### src/rtl/cgra_obi_col_arbiter_if.sv
// ---------------------------------------------------------------------------
// cgra_obi_col_arbiter_if
// Groups the CGRA column OBI master ports and the single crossbar master
// path used by cgra_obi_col_arbiter.
//   col_*_i / col_*_o : per-column request fields (flat, column k at slice k)
//                       and per-column grant / response
//   bus_*_o / bus_*_i : forwarded request and downstream handshake/response
// Modport slave is the arbiter's view; modport master is its environment's.
// ---------------------------------------------------------------------------
interface cgra_obi_col_arbiter_if #(
   parameter int unsigned N_MASTER = 4
);
   logic [N_MASTER-1:0]    col_req_i;
   logic [N_MASTER-1:0]    col_we_i;
   logic [4*N_MASTER-1:0]  col_be_i;
   logic [32*N_MASTER-1:0] col_addr_i;
   logic [32*N_MASTER-1:0] col_wdata_i;
   logic [N_MASTER-1:0]    col_gnt_o;
   logic [N_MASTER-1:0]    col_rvalid_o;
   logic [32*N_MASTER-1:0] col_rdata_o;

   logic                   bus_req_o;
   logic                   bus_we_o;
   logic [3:0]             bus_be_o;
   logic [31:0]            bus_addr_o;
   logic [31:0]            bus_wdata_o;
   logic                   bus_gnt_i;
   logic                   bus_rvalid_i;
   logic [31:0]            bus_rdata_i;

   modport slave (
      input  col_req_i, col_we_i, col_be_i, col_addr_i, col_wdata_i,
      output col_gnt_o, col_rvalid_o, col_rdata_o,
      output bus_req_o, bus_we_o, bus_be_o, bus_addr_o, bus_wdata_o,
      input  bus_gnt_i, bus_rvalid_i, bus_rdata_i
   );

   modport master (
      output col_req_i, col_we_i, col_be_i, col_addr_i, col_wdata_i,
      input  col_gnt_o, col_rvalid_o, col_rdata_o,
      input  bus_req_o, bus_we_o, bus_be_o, bus_addr_o, bus_wdata_o,
      output bus_gnt_i, bus_rvalid_i, bus_rdata_i
   );
endinterface

### src/rtl/cgra_obi_col_arbiter.sv
// ---------------------------------------------------------------------------
// cgra_obi_col_arbiter
// Round-robin arbiter funnelling N_MASTER CGRA column OBI masters onto one
// crossbar master path. A selection that has been presented without grant
// stays locked until granted. Granted column IDs are kept in an in-order
// FIFO so each response is routed back to the column that issued it.
// Ports:
//   clk_i          : clock, rising edge
//   rst_ni         : synchronous active-low reset
//   obi            : column and bus handshake signals (slave modport)
//   err_o          : sticky, response arrived with no outstanding ID
//   outstanding_o  : ID FIFO occupancy
// ---------------------------------------------------------------------------
module cgra_obi_col_arbiter #(
   parameter int unsigned N_MASTER        = 4,
   parameter int unsigned MAX_OUTSTANDING = 2
) (
   input  logic                                  clk_i,
   input  logic                                  rst_ni,
   cgra_obi_col_arbiter_if.slave                 obi,
   output logic                                  err_o,
   output logic [$clog2(MAX_OUTSTANDING+1)-1:0]  outstanding_o
);
   localparam int unsigned IDX_W = $clog2(N_MASTER);
   localparam int unsigned CNT_W = $clog2(MAX_OUTSTANDING + 1);
   localparam int unsigned PTR_W = (MAX_OUTSTANDING > 1) ? $clog2(MAX_OUTSTANDING) : 1;

   typedef enum logic [1:0] {
      ST_IDLE,
      ST_ARB,
      ST_LOCKED,
      ST_FULL
   } state_t;

   state_t           r_state;
   logic [IDX_W-1:0] r_ptr;
   logic [IDX_W-1:0] r_lock_idx;
   logic [IDX_W-1:0] r_fifo [MAX_OUTSTANDING];
   logic [PTR_W-1:0] r_wr_ptr;
   logic [PTR_W-1:0] r_rd_ptr;
   logic [CNT_W-1:0] r_count;
   logic             r_err;

   logic             w_locked;
   logic             w_full;
   logic             w_found;
   logic [IDX_W-1:0] w_sel;
   logic             w_sel_req;
   logic             w_bus_req;
   logic             w_hs;
   logic             w_lock_set;
   logic             w_pop;
   logic             w_spurious;
   logic [IDX_W-1:0] w_head;
   logic [CNT_W-1:0] w_count_nxt;
   state_t           w_state_nxt;

   function automatic logic [PTR_W-1:0] ptr_inc(input logic [PTR_W-1:0] p);
      return (p == PTR_W'(MAX_OUTSTANDING - 1)) ? '0 : p + 1'b1;
   endfunction

   assign w_locked   = (r_state == ST_LOCKED);
   assign w_full     = (r_count == CNT_W'(MAX_OUTSTANDING));
   assign w_head     = r_fifo[r_rd_ptr];
   assign w_pop      = obi.bus_rvalid_i && (r_count != '0);
   assign w_spurious = obi.bus_rvalid_i && (r_count == '0);

   // Selection: locked index, else nearest requester at or after r_ptr (circular distance)
   always_comb begin
      int unsigned v_dist;
      int unsigned v_best;
      w_sel   = r_ptr;
      w_found = 1'b0;
      v_dist  = 0;
      v_best  = N_MASTER;
      if (w_locked) begin
         w_sel   = r_lock_idx;
         w_found = 1'b1;
      end else begin
         for (int unsigned k = 0; k < N_MASTER; k++) begin
            v_dist = (k >= 32'(r_ptr)) ? (k - 32'(r_ptr)) : (k + N_MASTER - 32'(r_ptr));
            if (obi.col_req_i[k] && (v_dist < v_best)) begin
               v_best  = v_dist;
               w_sel   = IDX_W'(k);
               w_found = 1'b1;
            end
         end
      end
   end

   // Request bit of the selected column (a locked column may have dropped it)
   always_comb begin
      w_sel_req = 1'b0;
      for (int unsigned k = 0; k < N_MASTER; k++) begin
         if (w_sel == IDX_W'(k)) begin
            w_sel_req = obi.col_req_i[k];
         end
      end
   end

   // A full FIFO gates the request even when a pop happens this cycle
   assign w_bus_req  = w_found && w_sel_req && !w_full;
   assign w_hs       = w_bus_req && obi.bus_gnt_i;
   assign w_lock_set = w_bus_req && !obi.bus_gnt_i;

   // Forwarded request fields, zero while no request is presented
   always_comb begin
      obi.bus_req_o   = w_bus_req;
      obi.bus_we_o    = 1'b0;
      obi.bus_be_o    = '0;
      obi.bus_addr_o  = '0;
      obi.bus_wdata_o = '0;
      obi.col_gnt_o   = '0;
      for (int unsigned k = 0; k < N_MASTER; k++) begin
         if (w_bus_req && (w_sel == IDX_W'(k))) begin
            obi.bus_we_o    = obi.col_we_i[k];
            obi.bus_be_o    = obi.col_be_i[k*4 +: 4];
            obi.bus_addr_o  = obi.col_addr_i[k*32 +: 32];
            obi.bus_wdata_o = obi.col_wdata_i[k*32 +: 32];
            obi.col_gnt_o[k] = obi.bus_gnt_i;
         end
      end
   end

   // Response routing to the column at the FIFO head
   always_comb begin
      obi.col_rvalid_o = '0;
      obi.col_rdata_o  = '0;
      for (int unsigned k = 0; k < N_MASTER; k++) begin
         if (w_pop && (w_head == IDX_W'(k))) begin
            obi.col_rvalid_o[k]          = 1'b1;
            obi.col_rdata_o[k*32 +: 32]  = obi.bus_rdata_i;
         end
      end
   end

   // Occupancy and arbitration state for the next cycle
   always_comb begin
      w_count_nxt = r_count;
      if (w_hs && !w_pop) begin
         w_count_nxt = r_count + 1'b1;
      end else if (!w_hs && w_pop) begin
         w_count_nxt = r_count - 1'b1;
      end
      if (w_lock_set) begin
         w_state_nxt = ST_LOCKED;
      end else if (w_count_nxt == CNT_W'(MAX_OUTSTANDING)) begin
         w_state_nxt = ST_FULL;
      end else if (w_count_nxt == '0) begin
         w_state_nxt = ST_IDLE;
      end else begin
         w_state_nxt = ST_ARB;
      end
   end

   // Arbitration state, ID FIFO and error flag
   always_ff @(posedge clk_i) begin
      if (!rst_ni) begin
         r_state    <= ST_IDLE;
         r_ptr      <= '0;
         r_lock_idx <= '0;
         r_wr_ptr   <= '0;
         r_rd_ptr   <= '0;
         r_count    <= '0;
         r_err      <= 1'b0;
         for (int unsigned k = 0; k < MAX_OUTSTANDING; k++) begin
            r_fifo[k] <= '0;
         end
      end else begin
         r_state <= w_state_nxt;
         r_count <= w_count_nxt;
         if (w_lock_set) begin
            r_lock_idx <= w_sel;
         end
         if (w_hs) begin
            r_fifo[r_wr_ptr] <= w_sel;
            r_wr_ptr         <= ptr_inc(r_wr_ptr);
            r_ptr            <= (w_sel == IDX_W'(N_MASTER - 1)) ? '0 : w_sel + 1'b1;
         end
         if (w_pop) begin
            r_rd_ptr <= ptr_inc(r_rd_ptr);
         end
         if (w_spurious) begin
            r_err <= 1'b1;
         end
      end
   end

   assign err_o         = r_err;
   assign outstanding_o = r_count;
endmodule
### src/flat_wrapper.sv
// flat-port wrapper written by rule: the top's interface ports become plain ports
module cgra_obi_col_arbiter_flat 
#(
   parameter int unsigned N_MASTER        = 4,
   parameter int unsigned MAX_OUTSTANDING = 2
)
  (clk_i, rst_ni, err_o, outstanding_o, obi_col_req_i, obi_col_we_i, obi_col_be_i, obi_col_addr_i, obi_col_wdata_i, obi_col_gnt_o, obi_col_rvalid_o, obi_col_rdata_o, obi_bus_req_o, obi_bus_we_o, obi_bus_be_o, obi_bus_addr_o, obi_bus_wdata_o, obi_bus_gnt_i, obi_bus_rvalid_i, obi_bus_rdata_i);
  cgra_obi_col_arbiter_if #(.N_MASTER(N_MASTER)) obi_i ();
  input  logic clk_i;
  input  logic rst_ni;
  output logic err_o;
  output logic [$clog2(MAX_OUTSTANDING+1)-1:0] outstanding_o;
  input wire logic [$bits(obi_i.col_req_i)-1:0] obi_col_req_i;
  input wire logic [$bits(obi_i.col_we_i)-1:0] obi_col_we_i;
  input wire logic [$bits(obi_i.col_be_i)-1:0] obi_col_be_i;
  input wire logic [$bits(obi_i.col_addr_i)-1:0] obi_col_addr_i;
  input wire logic [$bits(obi_i.col_wdata_i)-1:0] obi_col_wdata_i;
  output wire logic [$bits(obi_i.col_gnt_o)-1:0] obi_col_gnt_o;
  output wire logic [$bits(obi_i.col_rvalid_o)-1:0] obi_col_rvalid_o;
  output wire logic [$bits(obi_i.col_rdata_o)-1:0] obi_col_rdata_o;
  output wire logic [$bits(obi_i.bus_req_o)-1:0] obi_bus_req_o;
  output wire logic [$bits(obi_i.bus_we_o)-1:0] obi_bus_we_o;
  output wire logic [$bits(obi_i.bus_be_o)-1:0] obi_bus_be_o;
  output wire logic [$bits(obi_i.bus_addr_o)-1:0] obi_bus_addr_o;
  output wire logic [$bits(obi_i.bus_wdata_o)-1:0] obi_bus_wdata_o;
  input wire logic [$bits(obi_i.bus_gnt_i)-1:0] obi_bus_gnt_i;
  input wire logic [$bits(obi_i.bus_rvalid_i)-1:0] obi_bus_rvalid_i;
  input wire logic [$bits(obi_i.bus_rdata_i)-1:0] obi_bus_rdata_i;
  assign obi_i.col_req_i = obi_col_req_i;
  assign obi_i.col_we_i = obi_col_we_i;
  assign obi_i.col_be_i = obi_col_be_i;
  assign obi_i.col_addr_i = obi_col_addr_i;
  assign obi_i.col_wdata_i = obi_col_wdata_i;
  assign obi_col_gnt_o = obi_i.col_gnt_o;
  assign obi_col_rvalid_o = obi_i.col_rvalid_o;
  assign obi_col_rdata_o = obi_i.col_rdata_o;
  assign obi_bus_req_o = obi_i.bus_req_o;
  assign obi_bus_we_o = obi_i.bus_we_o;
  assign obi_bus_be_o = obi_i.bus_be_o;
  assign obi_bus_addr_o = obi_i.bus_addr_o;
  assign obi_bus_wdata_o = obi_i.bus_wdata_o;
  assign obi_i.bus_gnt_i = obi_bus_gnt_i;
  assign obi_i.bus_rvalid_i = obi_bus_rvalid_i;
  assign obi_i.bus_rdata_i = obi_bus_rdata_i;
  cgra_obi_col_arbiter #(.N_MASTER(N_MASTER), .MAX_OUTSTANDING(MAX_OUTSTANDING)) u_core (.clk_i(clk_i), .rst_ni(rst_ni), .obi(obi_i), .err_o(err_o), .outstanding_o(outstanding_o));
endmodule
### config.mk
export PLATFORM = sky130hd
export DESIGN_NAME = cgra_obi_col_arbiter_flat
export DESIGN_NICKNAME = d
export VERILOG_FILES = /design/src/rtl/cgra_obi_col_arbiter_if.sv /design/src/rtl/cgra_obi_col_arbiter.sv /design/src/flat_wrapper.sv
export SDC_FILE = /design/constraint.sdc
export NUM_CORES = 1
export LEC_CHECK = 0
export BUFFER_PORTS_ARGS = -buffer_cell sky130_fd_sc_hd__buf_2
export CAP_MARGIN = 20
export CORE_AREA = 2 2 203 205
export CTS_CLUSTER_DIAMETER = 100
export DETAILED_ROUTE_END_ITERATION = 6
export DIE_AREA = 0 0 205 207
export PLACE_DENSITY = 0.33
export SYNTH_ARGS = -nofsm -noshare
export SYNTH_HDL_FRONTEND = slang
export SYNTH_SLANG_ARGS = --single-unit
### constraint.sdc
create_clock -name clk_i -period 7.8 [get_ports clk_i]
set_input_delay 0.78 -clock clk_i [delete_from_list [all_inputs] [get_ports clk_i]]
set_output_delay 0.78 -clock clk_i [all_outputs]
set_load 0.05 [all_outputs]
---- Word-level counts from Yosys, hierarchy flattened ----
Memories as Yosys holds them, arrays and structs flattened. A register that Yosys moved wholly into a read port is not among the register bits.
Index checks and enable logic that the tools add are counted.
Widths: inputs -> output; s select.
storage, ports and cells
  input bits .............................. 316
  memories ................................ 1
  output and inout port bits .............. 209
  flip-flop bits (word level) ............. 11
  bits in writable memories ............... 4
  word-level logic and storage cells ...... 137
memory list
  memory         words  width  read ports  clocked after memory_dff  write ports  RTL line                    RTL
  u_core.r_fifo  2      2      1           1                         2            cgra_obi_col_arbiter.sv:38  logic [IDX_W-1:0] r_fifo [MAX_OUTSTANDING];
operators by class
  muxes and demuxes ....................... 68
  reductions and logical operators ........ 31
  equality and inequality tests ........... 9
  order comparisons ....................... 7
  add/sub/neg operators ................... 12
  bitwise gates (word level) .............. 1
operators with widths
  operator             count
  $mux 32              21
  $lt 32x32->1         3
  $lt 32x3->1 const B  1
  $mux 1               32
  $mux 2               11
  $logic_and 1x1->1    20
  $mux 4               4
  $eq 2x2->1 const B   7
  $sub 3x2->4 const A  3
  $logic_not 2->1      4
  $sub 1x2->3 const A  2
  $sub 2x2->3 const A  2
  $add 2x1->2 const B  2
  $eq 2x1->1 const B   2
  $ge 1x2->1 const A   2
  $logic_not 1->1      4
  $reduce_or 2->1      2
  $add 1x1->1 const B  2
  $ge 2x2->1 const A   1
  $reduce_bool 2->1    1
  $sub 2x1->2 const B  1
  $not 1->1            1

---- Longest topological paths before layout ----
Gate-level depths: netlist (run 1).
  word-level depth ........................ 34
  gate-level depth with buffers ........... 30
  depth with buffers taken out ............ 28

---- Least setup slack after synthesis (run 1) ----
No wires, ideal clock.
  path kind ............................... reg2out
  from .................................... reg u_core.r_ptr[1]
  to ...................................... out obi_col_gnt_o[0]
  slack ................................... 0.953 ns
  buffers on the path ..................... 2
  cell stages (with the launch flop) ...... 30
  arrival ................................. 6.067 ns
  data required time ...................... 7.020 ns
  path through ............................ dfxtp_1 -> inv_1 -> ha_1 -> nand2_1 -> inv_1 -> ha_1 -> nor3b_2 -> nand2_1 -> o21ai_0 -> o31ai_1 -> ha_1 -> o211ai_1 -> a31oi_1 -> or2_1 -> mux2_2 -> ha_1 -> a21oi_1 -> a311oi_1 -> a2111oi_2 -> nor2_2 -> inv_1 -> ha_1 -> clkbuf_1 -> nor3b_1 -> a211oi_1 -> and2_1 -> nand2_4 -> inv_2 -> clkbuf_1 -> and3_1
on the way
  word-level cells in the longest chain between the ends .. 27
  elaborated cells between the ends (all ways) .. 49
  classes of those cells .................. 7 x add/sub; 7 x order compare; 3 x eq/ne; 24 x mux; 8 x reduce/logical
ends and longest elaborated chain
  what                                       RTL line                     RTL
  start, declared                            cgra_obi_col_arbiter.sv:36   logic [IDX_W-1:0] r_ptr;
  start signal, assigned                     cgra_obi_col_arbiter.sv:178  r_ptr <= (w_sel == IDX_W'(N_MASTER - 1)) ? '0 : w_sel + 1'b1;
  $sub 3x2->4, or another cell as far along  cgra_obi_col_arbiter.sv:81   v_dist = (k >= 32'(r_ptr)) ? (k - 32'(r_ptr)) : (k + N_MASTER - 32'(r_ptr));
  $mux 32                                    cgra_obi_col_arbiter.sv:81
  $lt 32x3->1                                cgra_obi_col_arbiter.sv:82   if (obi.col_req_i[k] && (v_dist < v_best)) begin
  $logic_and 1x1->1                          cgra_obi_col_arbiter.sv:82
  $mux 32                                    cgra_obi_col_arbiter.sv:82
  $mux 32                                    cgra_obi_col_arbiter.sv:76   if (w_locked) begin
  $lt 32x32->1                               cgra_obi_col_arbiter.sv:82
  $logic_and 1x1->1                          cgra_obi_col_arbiter.sv:82
  [... 10 more ...]                          -
  named net u_core.w_sel[0]                  cgra_obi_col_arbiter.sv:47   logic [IDX_W-1:0] w_sel;
  $logic_not 2->1                            cgra_obi_col_arbiter.sv:95   if (w_sel == IDX_W'(k)) begin
  $mux 1 (3 in series)                       cgra_obi_col_arbiter.sv:95
  $mux 1 *                                   cgra_obi_col_arbiter.sv:95
  $logic_and 1x1->1 * (2 in series)          cgra_obi_col_arbiter.sv:102  assign w_bus_req = w_found && w_sel_req && !w_full;
  named net obi_bus_req_o                    flat_wrapper.sv:21           output wire logic [$bits(obi_i.bus_req_o)-1:0] obi_bus_req_o;
  $logic_and 1x1->1 *                        cgra_obi_col_arbiter.sv:115  if (w_bus_req && (w_sel == IDX_W'(k))) begin
  $mux 1 *                                   cgra_obi_col_arbiter.sv:115
  end, declared                              flat_wrapper.sv:18           output wire logic [$bits(obi_i.col_gnt_o)-1:0] obi_col_gnt_o;
Mark *: on every way through the listed nets, which the timed path passes. The rest lies on a longest branch. The select of a mux whose other input is x is not followed.

---- Worst setup path in the final report (run 1) ----
  from .................................... reg u_core.r_ptr[0]
  to ...................................... out obi_bus_addr_o[11]
on the way
  word-level cells in the longest chain between the ends .. 30
  elaborated cells between the ends (all ways) .. 55
  classes of those cells .................. 7 x add/sub; 7 x order compare; 3 x eq/ne; 27 x mux; 11 x reduce/logical
ends and longest elaborated chain
  what                                       RTL line                                                 RTL
  $sub 3x2->4, or another cell as far along  cgra_obi_col_arbiter.sv:81
  $mux 32                                    cgra_obi_col_arbiter.sv:81
  $lt 32x3->1                                cgra_obi_col_arbiter.sv:82
  $logic_and 1x1->1                          cgra_obi_col_arbiter.sv:82
  $mux 32                                    cgra_obi_col_arbiter.sv:82
  $mux 32                                    cgra_obi_col_arbiter.sv:76
  $lt 32x32->1                               cgra_obi_col_arbiter.sv:82
  $logic_and 1x1->1                          cgra_obi_col_arbiter.sv:82
  [... 9 more ...]                           -
  $mux 2 *                                   cgra_obi_col_arbiter.sv:76
  named net u_core.w_sel[0]                  cgra_obi_col_arbiter.sv:47
  $logic_not 2->1                            cgra_obi_col_arbiter.sv:95, cgra_obi_col_arbiter.sv:115
  $mux 1 (4 in series)                       cgra_obi_col_arbiter.sv:95
  $logic_and 1x1->1 (2 in series)            cgra_obi_col_arbiter.sv:102
  $logic_and 1x1->1                          cgra_obi_col_arbiter.sv:115
  $mux 32 (3 in series)                      cgra_obi_col_arbiter.sv:115
  $mux 32 *                                  cgra_obi_col_arbiter.sv:115
  end, declared                              flat_wrapper.sv:24                                       output wire logic [$bits(obi_i.bus_addr_o)-1:0] obi_bus_addr_o;
Marked as above.

==> impl_summary.md, run 1 <==
Clocking
The clock latency on the worst-skew pair is 250 ps. The number of clock buffers inserted by TritonCTS is 3. The clock slew seen by the registers of the worst setup and hold paths is 50 ps. Clock tree synthesis found a total of 16 sinks.

In this run the clock root is driven by a sky130_fd_sc_hd__clkbuf_16. In this run the number of H-tree levels came out at 1. TritonCTS built the clock tree. The maximum clock path buffer count is 2.

After clock tree synthesis, the flow added hold-fix buffers numbering 0.

Timing
The count of final hold-check violations is 0. Across all setup checks in the final design, the least slack found is roughly 630 ps. The maximum clock frequency is ~0.14 GHz.

The count of endpoints failing setup in the final report is 0. The worst path in the final design needs a cycle of 7170 ps, including I/O delays and setup. Setup total negative slack on the finished layout was measured at 0 ps. Measured against its own limit, the worst slew margin works out to 54.8%. Between clock sinks in the finished design, the worst skew comes to 5.75 ps. The final max-slew violation count is 0. For the pin with the worst max-slew slack, the measured transition is a little under 700 ps. Dividing the final minimum period by the clock period gives a little over 90%.

Setup repair after global routing left no endpoint under its margin.

Yosys
The post-synthesis async set-or-reset flop share is 0%. The count of yosys warnings during synthesis is 0. The number of distinct library cells after synthesis is between 50 and 60.

By area the synthesized netlist is led by sky130_fd_sc_hd__and2_1 19%, sky130_fd_sc_hd__a221oi_1 14%, sky130_fd_sc_hd__nor2b_1 10%, sky130_fd_sc_hd__a21oi_1 8.9%, sky130_fd_sc_hd__nor3_1 8.3%. The gate count after technology mapping is 704. In this run the mean area of a mapped cell was around 6.2 µm².

Sequential elements use 8.21% of the synthesized area. The commonest register cell after synthesis is sky130_fd_sc_hd__dfxtp_1. The top cell type's share of synthesized area is a little under a fifth. The post-synthesis instance area is 4390 µm². The synthesized design contains 16 register bits.

The top cell type by total area after synthesis is sky130_fd_sc_hd__and2_1. In this run, synthesis inferred 4 flip-flops with an integrated enable.

Detailed routing
Summed over all layers, the routed wires come to 28,700 µm. The number of DRC violations after detailed-routing iteration 0 is between 200 and 300. The number of iterations in the first detailed-routing pass is 6. The mean number of vias per cell is 4.10. After detailed routing, the average wire length per cell comes to between 15 and 20 µm. The total via count after detailed routing is 7,046. The final antenna-violating net count is 0. For this run, design rule violations remaining after detail routing come to 0.

Final layout
Of the cells placed in the final design, the portion with a size suffix greater than 1 is 48.0%. Measured on the finished design, the core utilization comes to 19.4%. The final-layout fill cell count is around 4,700. From synthesis to final layout, the design area changed by 78.6%.

After the flow finishes, the layout carries non-filler instances totaling 1,720. The register cell area after layout is 360 µm². The multi-input combinational cell area is between 3000 and 4000 µm². The final-stage net count is 1,515.

Setup path
The path type of the worst setup path is reg -> out. The arrival time of data at the critical path endpoint is 6390 ps. The maximum net fanout on the critical path is 27. Counting cells, the worst reg-to-reg path comes to 28. The kind of end point of the critical path is an output port. For the worst setup path, the data required time is between 7000 and 8000 ps. The category of the worst setup path launch point is a register. On the critical path, the stage with the largest delay is an instance of sky130_fd_sc_hd__dfxtp_1. Among the stages of the critical path, the cell type that occurs most often is sky130_fd_sc_hd__ha_1. The critical path's largest stage delay is 500 ps.

GRT
The largest net degree at the start of global routing is 140. For this run the aggregate overflow at the end of global routing stands at 0. The global routing usage summed across all routing layers is 12.5%. The met1 capacity usage during global routing is 12.5%. The number of global-route vias before repair is 6,718. Global routing used 25.7% of the available met2 tracks.

The first global-routing pass estimated 40,900 µm of wire. The busiest metal layer after global routing is met2. The number of antenna violations at the first check in global routing is 13.

In the global route stage, met3 resource usage came out at roughly 2.6%.

Floorplanning
After floorplanning, the core was divided into 74 placement rows. The horizontal die dimension is ~210 µm. 525 I/O pins were placed.

The floorplan step defined a die boundary enclosing roughly 42,000 µm². The initial core utilization is 10.9%. The height of the die is just over 200 µm. After floorplanning, the core was sized to cover 40,400 µm².

Status
The flow ran to the end, and the final reports show no timing, DRC or antenna violations.

Min path
The number of cells on the worst hold path is 2. The path class of the tightest hold or removal check is reg -> reg.

Place
At the placement stage, the worst setup path has a slack of 486 ps. The cell count after placement is 1,709. In this run the tool buffered the top-level ports with 524 buffer cells. The wire-length estimate of the detail-placed layout is 23,800 µm. The congestion estimate from routability-driven global placement came to 0.815.

Job
Across the run, the number of max-cap violations was 0.
## registers in the layout, summed over array words and instances (netlist names), named ones only
register              flops
u_core.r_rd_ptr           1
u_core.r_ptr              2
u_core.r_state            2
u_core.outstanding_o      2
u_core.r_lock_idx         2
u_core.r_fifo             4
u_core.err_o              1
u_core.r_wr_ptr           1
## through the flow
step | hold slack [ps] | instance area [µm²]
floorplan | 481 | 4390
global placement | 455 | 7640
detailed placement | 466 | 7710
CTS | 478 | 7790
global route | 498 | 7840
finish | 466 | 7840
## placed cells by master (no fill, tap or decap), types with 4 or more instances in the layout
cell,count
sky130_fd_sc_hd__and2_1,131
sky130_fd_sc_hd__dfxtp_1,12
sky130_fd_sc_hd__nand3_1,5
sky130_fd_sc_hd__buf_12,4
sky130_fd_sc_hd__and3_1,4
sky130_fd_sc_hd__inv_1,15
sky130_fd_sc_hd__buf_4,12
sky130_fd_sc_hd__ha_1,11
sky130_fd_sc_hd__nand2_1,6
sky130_fd_sc_hd__buf_2,524
sky130_fd_sc_hd__nor2_1,85
sky130_fd_sc_hd__nor2b_1,72
sky130_fd_sc_hd__a21oi_1,77
sky130_fd_sc_hd__edfxtp_1,4
sky130_fd_sc_hd__a211oi_1,5
sky130_fd_sc_hd__a221oi_1,69
sky130_fd_sc_hd__nor2_2,4
sky130_fd_sc_hd__diode_2,5
sky130_fd_sc_hd__o21ai_0,7
sky130_fd_sc_hd__nor3_1,71
## synth_stat cells, drive strengths merged, types with 2 or more instances
cell	number
nand2b	3
a211oi	5
inv	16
a21oi	78
nor3b	3
or2	2
xnor2	3
nand3b	2
nor3	73
maj3	2
o21ai	7
nor2	89
a221oi	69
nor2b	73
a311oi	3
a32oi	2
ha	15
clkbuf	71
dfxtp	12
a21o	2
nand2	7
edfxtp	4
a31oi	2
nand3	5
and3	4
and2	131
## cell families (layout without fill, tap and decap cells)
family	after synthesis	count (layout)	synth area share, %
xor+xnor	4	4	0.798
buf+inv	87	565	7.44
compound gates	179	179	28.5
fa+ha+maj	17	17	4.73
simple gates	398	398	49.7
flops	16	16	8.21
other cells	1	7	0.0854
mux	2	2	0.485
## cell type report
class | instances | share of cell area, %
Inverter | 16 | 0.766
Multi-Input combinational cell | 602 | 48.1
Sequential cell | 16 | 4.60
Tap cell | 532 | 8.49
Clock buffer | 3 | 0.958
Clock inverter | 1 | 0.0479
Antenna cell | 5 | 0.160
Timing Repair Buffer | 545 | 36.8
## critical path, delay by kind of cell, from the launching register on
family | cells | cell delay [ps]
buffers and inverters | 5 | 980
AO/OA/AOI/OAI | 9 | 1360
adder cells (fa/ha/maj) | 5 | 1390
flip-flops | 1 | 500
multiplexers | 1 | 350
AND/OR/NAND/NOR | 8 | 1510
## repair_timing
item | in CTS | in global routing
setup endpoints to repair | 0 | 54
resized for setup | 0 | 4
setup buffers | 0 | 2
## routing by layer
layer,share of wire (%),wire length [µm]
met1,35,10100
met2,56,16100
met3,7.1,2040
met4,1.6,457
met5,0.24,69
## worst paths after layout
| kind | end | slack [ps] | startpoint |
|---|---|---|---|
| setup / recovery | obi_bus_addr_o[11] | 630 | u_core.r_ptr[0] |
| hold / removal | u_core.err_o | 470 | u_core.err_o |
| setup reg to reg | u_core.r_state[1] | 1520 | u_core.r_ptr[0] |
| hold reg to reg | u_core.err_o | 470 | u_core.err_o |
Power of run 1 is not shown: default switching activity piles up to over one toggle a cycle in this logic, so the estimate is an artifact.
==> inputs of run 2 (changes only) <==
Settings changed: ABC_AREA set to 1, CORE_AREA 2 2 203 205 to 2 2 206 208, DIE_AREA 0 0 205 207 to 0 0 208 210, PLACE_DENSITY 0.33 to 0.34.
==> impl_summary.md, run 2 <==
Status
The run finished with clean final reports.

Setup path
The critical path's largest stage delay is 600 ps. The worst reg2reg path startpoint is u_core.r_ptr[1]. STA classifies the critical path endpoint as an output port. The worst setup path is launched from a register. The sum of buffers and inverters on the critical path is 7.

The setup check on the worst reg-to-reg path leaves a slack of 2000 ps. The arrival time of data at the critical path endpoint is between 6000 and 7000 ps. The master of the slowest instance on the critical path is sky130_fd_sc_hd__a221oi_1. The critical path is of the reg -> out type. The endpoint identified for the worst register-to-register timing path is u_core.r_fifo[1][0]. Counting cells, the worst reg-to-reg path comes to 34. The end point of the critical path is obi_bus_wdata_o[31].

For the worst setup path, the data required time is 7020 ps. The top cell family by delay on the critical path is simple AND/OR/NAND/NOR gates. The maximum net fanout on the critical path is 44. The number of logic stages on the critical path including buffering is 37. The most prevalent standard cell on the critical path is sky130_fd_sc_hd__nand2_1. The launching instance or port of the critical path is u_core.r_ptr[1].

Clocking
The post-cts sizing count is 0. The CTS tree is done. The clock sink count is 16.

Clock tree synthesis inserted a total of 3 buffers. In this run the clock root is driven by a sky130_fd_sc_hd__clkbuf_16. Buffers added to address setup during post-CTS repair amount to 0. At the later pin of the worst-skew pair, clock insertion delay measures 250 ps. The number of buffers added to fix hold violations after cts is 0. The maximum level of the CTS H-tree is 1. The maximum clock path buffer count is 2. The clock slew seen by the registers of the worst setup and hold paths is 50 ps.

Final layout
The share of layout cells above drive strength 1 is a little under two fifths. The register with the most flip-flops in the layout has 4 of them. The net count of the finished layout is ~1,800. The library cell used most frequently in the layout, excluding fill and tap cells, is sky130_fd_sc_hd__buf_2. The final-layout fill cell count is about 5,000. Leaving out fill and tap cells, the most frequent cells in the layout are 524 x sky130_fd_sc_hd__buf_2, 320 x sky130_fd_sc_hd__nand2_1, 221 x sky130_fd_sc_hd__nor2_1. More flip-flops sit in one register than any other, and that register is u_core.r_fifo.

The final non-filler cell area is 7990 µm². The synthesis-to-finish area growth is 66.5%.

Floorplanning
The die area is 43,700 µm². The initial core utilization is 11.6%. The die is about 210 µm tall. The die is 208 µm wide. The floorplan has 75 rows. The region available for standard cell placement spans 41,500 µm². The I/O pin count is 525.

Yosys
The top cell type by total area after synthesis is sky130_fd_sc_hd__nand2_1. A synthesized cell averages between 4 and 5 µm². The post-synthesis async set-or-reset flop share is 0%.

The mapped netlist covers 4800 µm². The most used flip-flop cell after synthesis is sky130_fd_sc_hd__dfxtp_1. The number of different library cells used by synthesis comes to 28. The count of yosys warnings during synthesis is 0.

Synthesis produced a netlist whose cell count is 1,037. Ranked by total cell area, the synthesized netlist is headed by sky130_fd_sc_hd__nand2_1 25%, sky130_fd_sc_hd__nor2_1 17%, sky130_fd_sc_hd__nand3_1 15%, sky130_fd_sc_hd__inv_1 10%, sky130_fd_sc_hd__a21oi_1 8.2%. The number of synthesized register bits is 16.

The top cell type's share of synthesized area is 25.1%. By count the netlist is led by 321 x sky130_fd_sc_hd__nand2_1, 221 x sky130_fd_sc_hd__nor2_1, 147 x sky130_fd_sc_hd__nand3_1, 132 x sky130_fd_sc_hd__inv_1, 79 x sky130_fd_sc_hd__a21oi_1. The count of flip-flops with a built-in enable after synthesis is 4.

Among all cell types in the netlist, the one instantiated most often is sky130_fd_sc_hd__nand2_1. Sequential cells were found to cover around 7.5% of the synthesized design area.

Detailed routing
The mean number of vias per cell is 4.00. For this run, design rule violations remaining after detail routing come to 0. The number of iterations in the first detailed-routing pass is 5. The final layout contains routed wiring with a total length of between 30,000 and 40,000 µm.

For this block, the initial DRC count from the detailed router was just over 300. In this run the remaining antenna-violating nets after routing total 0. The total via count after detailed routing is 8,226.

In the final routed layout, each cell accounts on average for 15.6 µm.

Place
The weighted congestion at the end of routability-driven global placement is 0.854. After detailed placement, the total cell area comes to 7880 µm². Prior to clock tree synthesis, the placed netlist has a worst setup slack of between 700 and 800 ps. The count of port buffers added during placement is ~520.

After legalization and detailed placement, the total HPWL measured 26,300 µm.

Timing
At the pin with the least slew margin, the transition time is 675 ps. The post-route clock skew is 1.04 ps. Based on the critical path, the design can be clocked at up to 0.140 GHz. Setup repair after global routing left no endpoint under its margin.

The worst-case hold slack is 453 ps. The count of endpoints failing setup in the final report is 0. The smallest clock period supported by the final layout is computed as 7150 ps. Summed over all failing endpoints, the final setup total negative slack is 0 ps.

The portion of the clock cycle consumed by the worst path in the final layout is 91.6%. The count of final hold-check violations is 0. The worst pin sits at a relative slew slack of 55.0%. The final max-slew violation count is 0. The worst setup slack after layout is around 650 ps.

GRT
The first global-routing pass estimated 46,500 µm of wire. The number of antenna violations at the first check in global routing came to 7. Global routing finished with a remaining overflow of 0.

The global routing usage summed across all routing layers is 13.6%. Entering global routing, the biggest net connects 89 pins. The global routing usage on met2 is 27.0%. The layer flagged by global routing as most heavily used is met2. For this run, global-route usage on met3 was measured as ~3.1%. For met1 alone, demand over resource in global routing was 13.8%. The number of global-route vias before repair is 7,915.

Min path
The worst hold path class is reg -> reg.

Job
The number of maximum-capacitance constraint violations is 0.
[run 2: per-stage QoR]
stage,utilization [%],cells
floorplan,-,1038
global route,19.3,2054
detailed placement,19.0,2046
CTS,19.2,2050
global placement,19.0,2046
finish,19.3,2055
[run 2: worst min-delay path by stage]
stage,slack [ps],to,depth (start not counted),startpoint
after floorplan,430,u_core.r_lock_idx[0],2,u_core.r_lock_idx[0]
after global placement,460,u_core.r_lock_idx[0],2,u_core.r_lock_idx[0]
after detailed placement,450,u_core.r_lock_idx[1],2,u_core.r_lock_idx[1]
after CTS,460,u_core.r_lock_idx[1],2,u_core.r_lock_idx[1]
after global routing,490,u_core.r_lock_idx[0],2,u_core.r_lock_idx[0]
final,450,u_core.r_lock_idx[1],2,u_core.r_lock_idx[1]
[run 2: layer usage]
layer  routed length (µm)  vias to the layer above
li1                     -                     4120
met1                11400                     3655
met2                17100                      395
met3                 2300                       50
met4                 1120                        6
met5                   41                        -
[run 2: cell families (layout without fill, tap and decap cells)]
logic type	after synthesis	in the layout	share of synthesized area [%]
AO/OA/AOI/OAI	93	93	9.93
adder cells (fa/ha/maj)	15	15	3.91
buffers and inverters	210	684	18.8
flip-flops	16	16	7.51
other	1	6	0.0781
AND/OR/NAND/NOR	702	702	59.8
[run 2: final cells by class]
type	count	area (µm²)	area share, %
repair buffers	542	2790	34.9
clock inverters	1	3.75	0.0470
flip-flops and latches	16	360	4.51
clock buffers	3	75.1	0.939
inverters	138	518	6.48
multi-input cells	812	3560	44.6
well taps	539	674	8.44
diodes	4	10.0	0.125
[run 2: worst min-delay path: cells and delay by family, from the launching register on]
family	cells	cell delay (ps)
flops	1	290
buf+inv	1	60
compound gates	1	60
Power of run 2 is left out for the same reason.
==> inputs of run 3 (changes only) <==
Settings changed: PLACE_DENSITY 0.34 to 0.39.
==> impl_summary.md, run 3 (same netlist as run 2, synthesis figures left out) <==
Final layout
The multi-input combinational cells in the finished layout cover a total of 3570 µm². In the final layout, the share of cells above drive strength 1 is 37.2%. The final-stage net count is 1,841. The number of flip-flops in the largest register is 4. The top cell types in the final layout, fill and taps aside, are 524 x sky130_fd_sc_hd__buf_2, 320 x sky130_fd_sc_hd__nand2_1, 221 x sky130_fd_sc_hd__nor2_1. The register with the highest flop count is u_core.r_fifo. The synthesis-to-finish area growth is 66.7%. The final non-filler cell area is 8000 µm². The layout has 4,975 filler cells. Summing all flip-flop and latch instances after layout gives 360 µm². The commonest non-fill, non-tap cell in the layout is sky130_fd_sc_hd__buf_2.

The final core area utilization is 19.3%. The number of antenna diodes in the final layout is 0.

GRT
The number of antenna violations at the first check in global routing came to 1. The number of global-route vias before repair is 7,617. The total congestion overflow is 0. Global routing consumed, over all layers together, ~12% of the routing resources.

Entering global routing, the biggest net connects 71 pins. The first global-routing pass estimated roughly 42,000 µm of wire.

Floorplanning
The die area is 43,700 µm². The number of core rows is 75. The initial core utilization is 11.6%.

The I/O pin count is 525. The height of the die is 210 µm. The horizontal die dimension is 208 µm. The core area is a little over 40,000 µm².

Place
The placed standard-cell area is roughly 7800 µm². The sum of net half-perimeters after detailed placement is about 24,000 µm. The count of port buffers added during placement is 524. Routability-driven placement finished with a final weighted congestion of 0.832. The pre-CTS setup slack is 704 ps.

Setup path
The master of the slowest instance on the critical path is sky130_fd_sc_hd__buf_6. STA classifies the critical path startpoint as a register. The path type of the worst setup path is reg -> out. In this run the worst path has a maximum fanout of just under 70.

The critical path's largest stage delay is 450 ps. The arrival time of data at the critical path endpoint is 6190 ps. STA classifies the critical path endpoint as an output port.

The critical path required time is 7020 ps. The most prevalent standard cell on the critical path is sky130_fd_sc_hd__nand2_1.

Timing
In this run the tightest slew margin relative to its limit is roughly a quarter. In the finished design, the share of the clock period the worst path needs comes to about 90%. The final max-slew violation count came to 0. Between clock sinks in the finished design, the worst skew comes to 4.40 ps. Subtracting the final worst setup slack from the clock period gives roughly 7000 ps. Timing would allow up to between 0.1 and 0.15 GHz. The worst-margin pin slew is 1100 ps. Setup repair after global routing left no endpoint under its margin.

The count of final hold-check violations is 0. Setup violations remaining at the end of the flow were counted as 0. The final sum of negative setup slack is 0 ps.

After layout, the worst setup slack is about 830 ps.

Detailed routing
The aggregate routed wire length is between 20,000 and 30,000 µm. The mean number of vias per cell is 4.01. The first detailed-routing pass ran for 5 iterations.

In the final routed layout, each cell accounts on average for around 14 µm. For this block, the initial DRC count from the detailed router was ~270. The detail route stage leaves a number of antenna-violating nets equal to 0. In the routed design, unresolved DRC markers number 0.

The routed layout has 8,212 vias.

Clocking
CTS saw 16 sinks. The number of clock buffers inserted by TritonCTS is 3. The maximum level of the CTS H-tree is 1. The root buffer selected by CTS is sky130_fd_sc_hd__clkbuf_16. TritonCTS built the clock tree. For this design, the CTS-stage hold fixing added 0 buffers. The maximum clock path buffer count is 2.

Clock-pin slew was measured on the worst setup and hold paths at 50 ps. Clock latency on the worst-skew pair, taken at its later pin, is around 250 ps.

Min path
The path class of the tightest hold or removal check is reg -> reg.

Job
Max-cap violations in this run came to 0.

Status
The run finished with clean final reports.
run 3: cell type report:
class / instances / share of cell area [%]
multi-input combinational: 812 / 44.6
inverter: 138 / 6.47
timing repair buffer: 539 / 34.9
tap: 539 / 8.43
sequential: 16 / 4.50
clock buffer: 4 / 1.11
run 3: final timing paths:
kind	start	to	slack [ps]	depth (start not counted)
setup reg to reg	u_core.r_ptr[1]	u_core.r_fifo[1][1]	2100	35
setup / recovery	u_core.r_ptr[1]	obi_bus_wdata_o[31]	830	39
hold / removal	u_core.err_o	u_core.err_o	460	2
hold reg to reg	u_core.err_o	u_core.err_o	460	2
run 3: timing repair:
action	4_1_cts	5_1_grt
setup buffers	0	0
endpoints found under the setup margin	0	69
resized for setup	0	2
run 3: per-layer routing:
metal	track usage, %	vias to the layer above	part of all wire, %
met5	0	-	0.038
met4	3.86	2	3.0
met3	2.04	46	6.4
li1	-	4118	-
met1	12.8	3665	37
met2	24.2	381	53
run 3: through the flow:
stage          hold WS, ps  cells
6_report               464   2048
2_1_floorplan          429   1038
5_1_grt                497   2048
3_5_place_dp           456   2042
4_1_cts                463   2046
3_3_place_gp           456   2042
run 3: worst max-delay path: cells and delay by family (launching register included):
family,cells,cell delay (ps)
buffers and inverters,9,1640
AND/OR/NAND/NOR,18,1360
AO/OA/AOI/OAI,7,1270
adder cells (fa/ha/maj),5,1130
flip-flops,1,400
Power of run 3 is left out for the same reason.
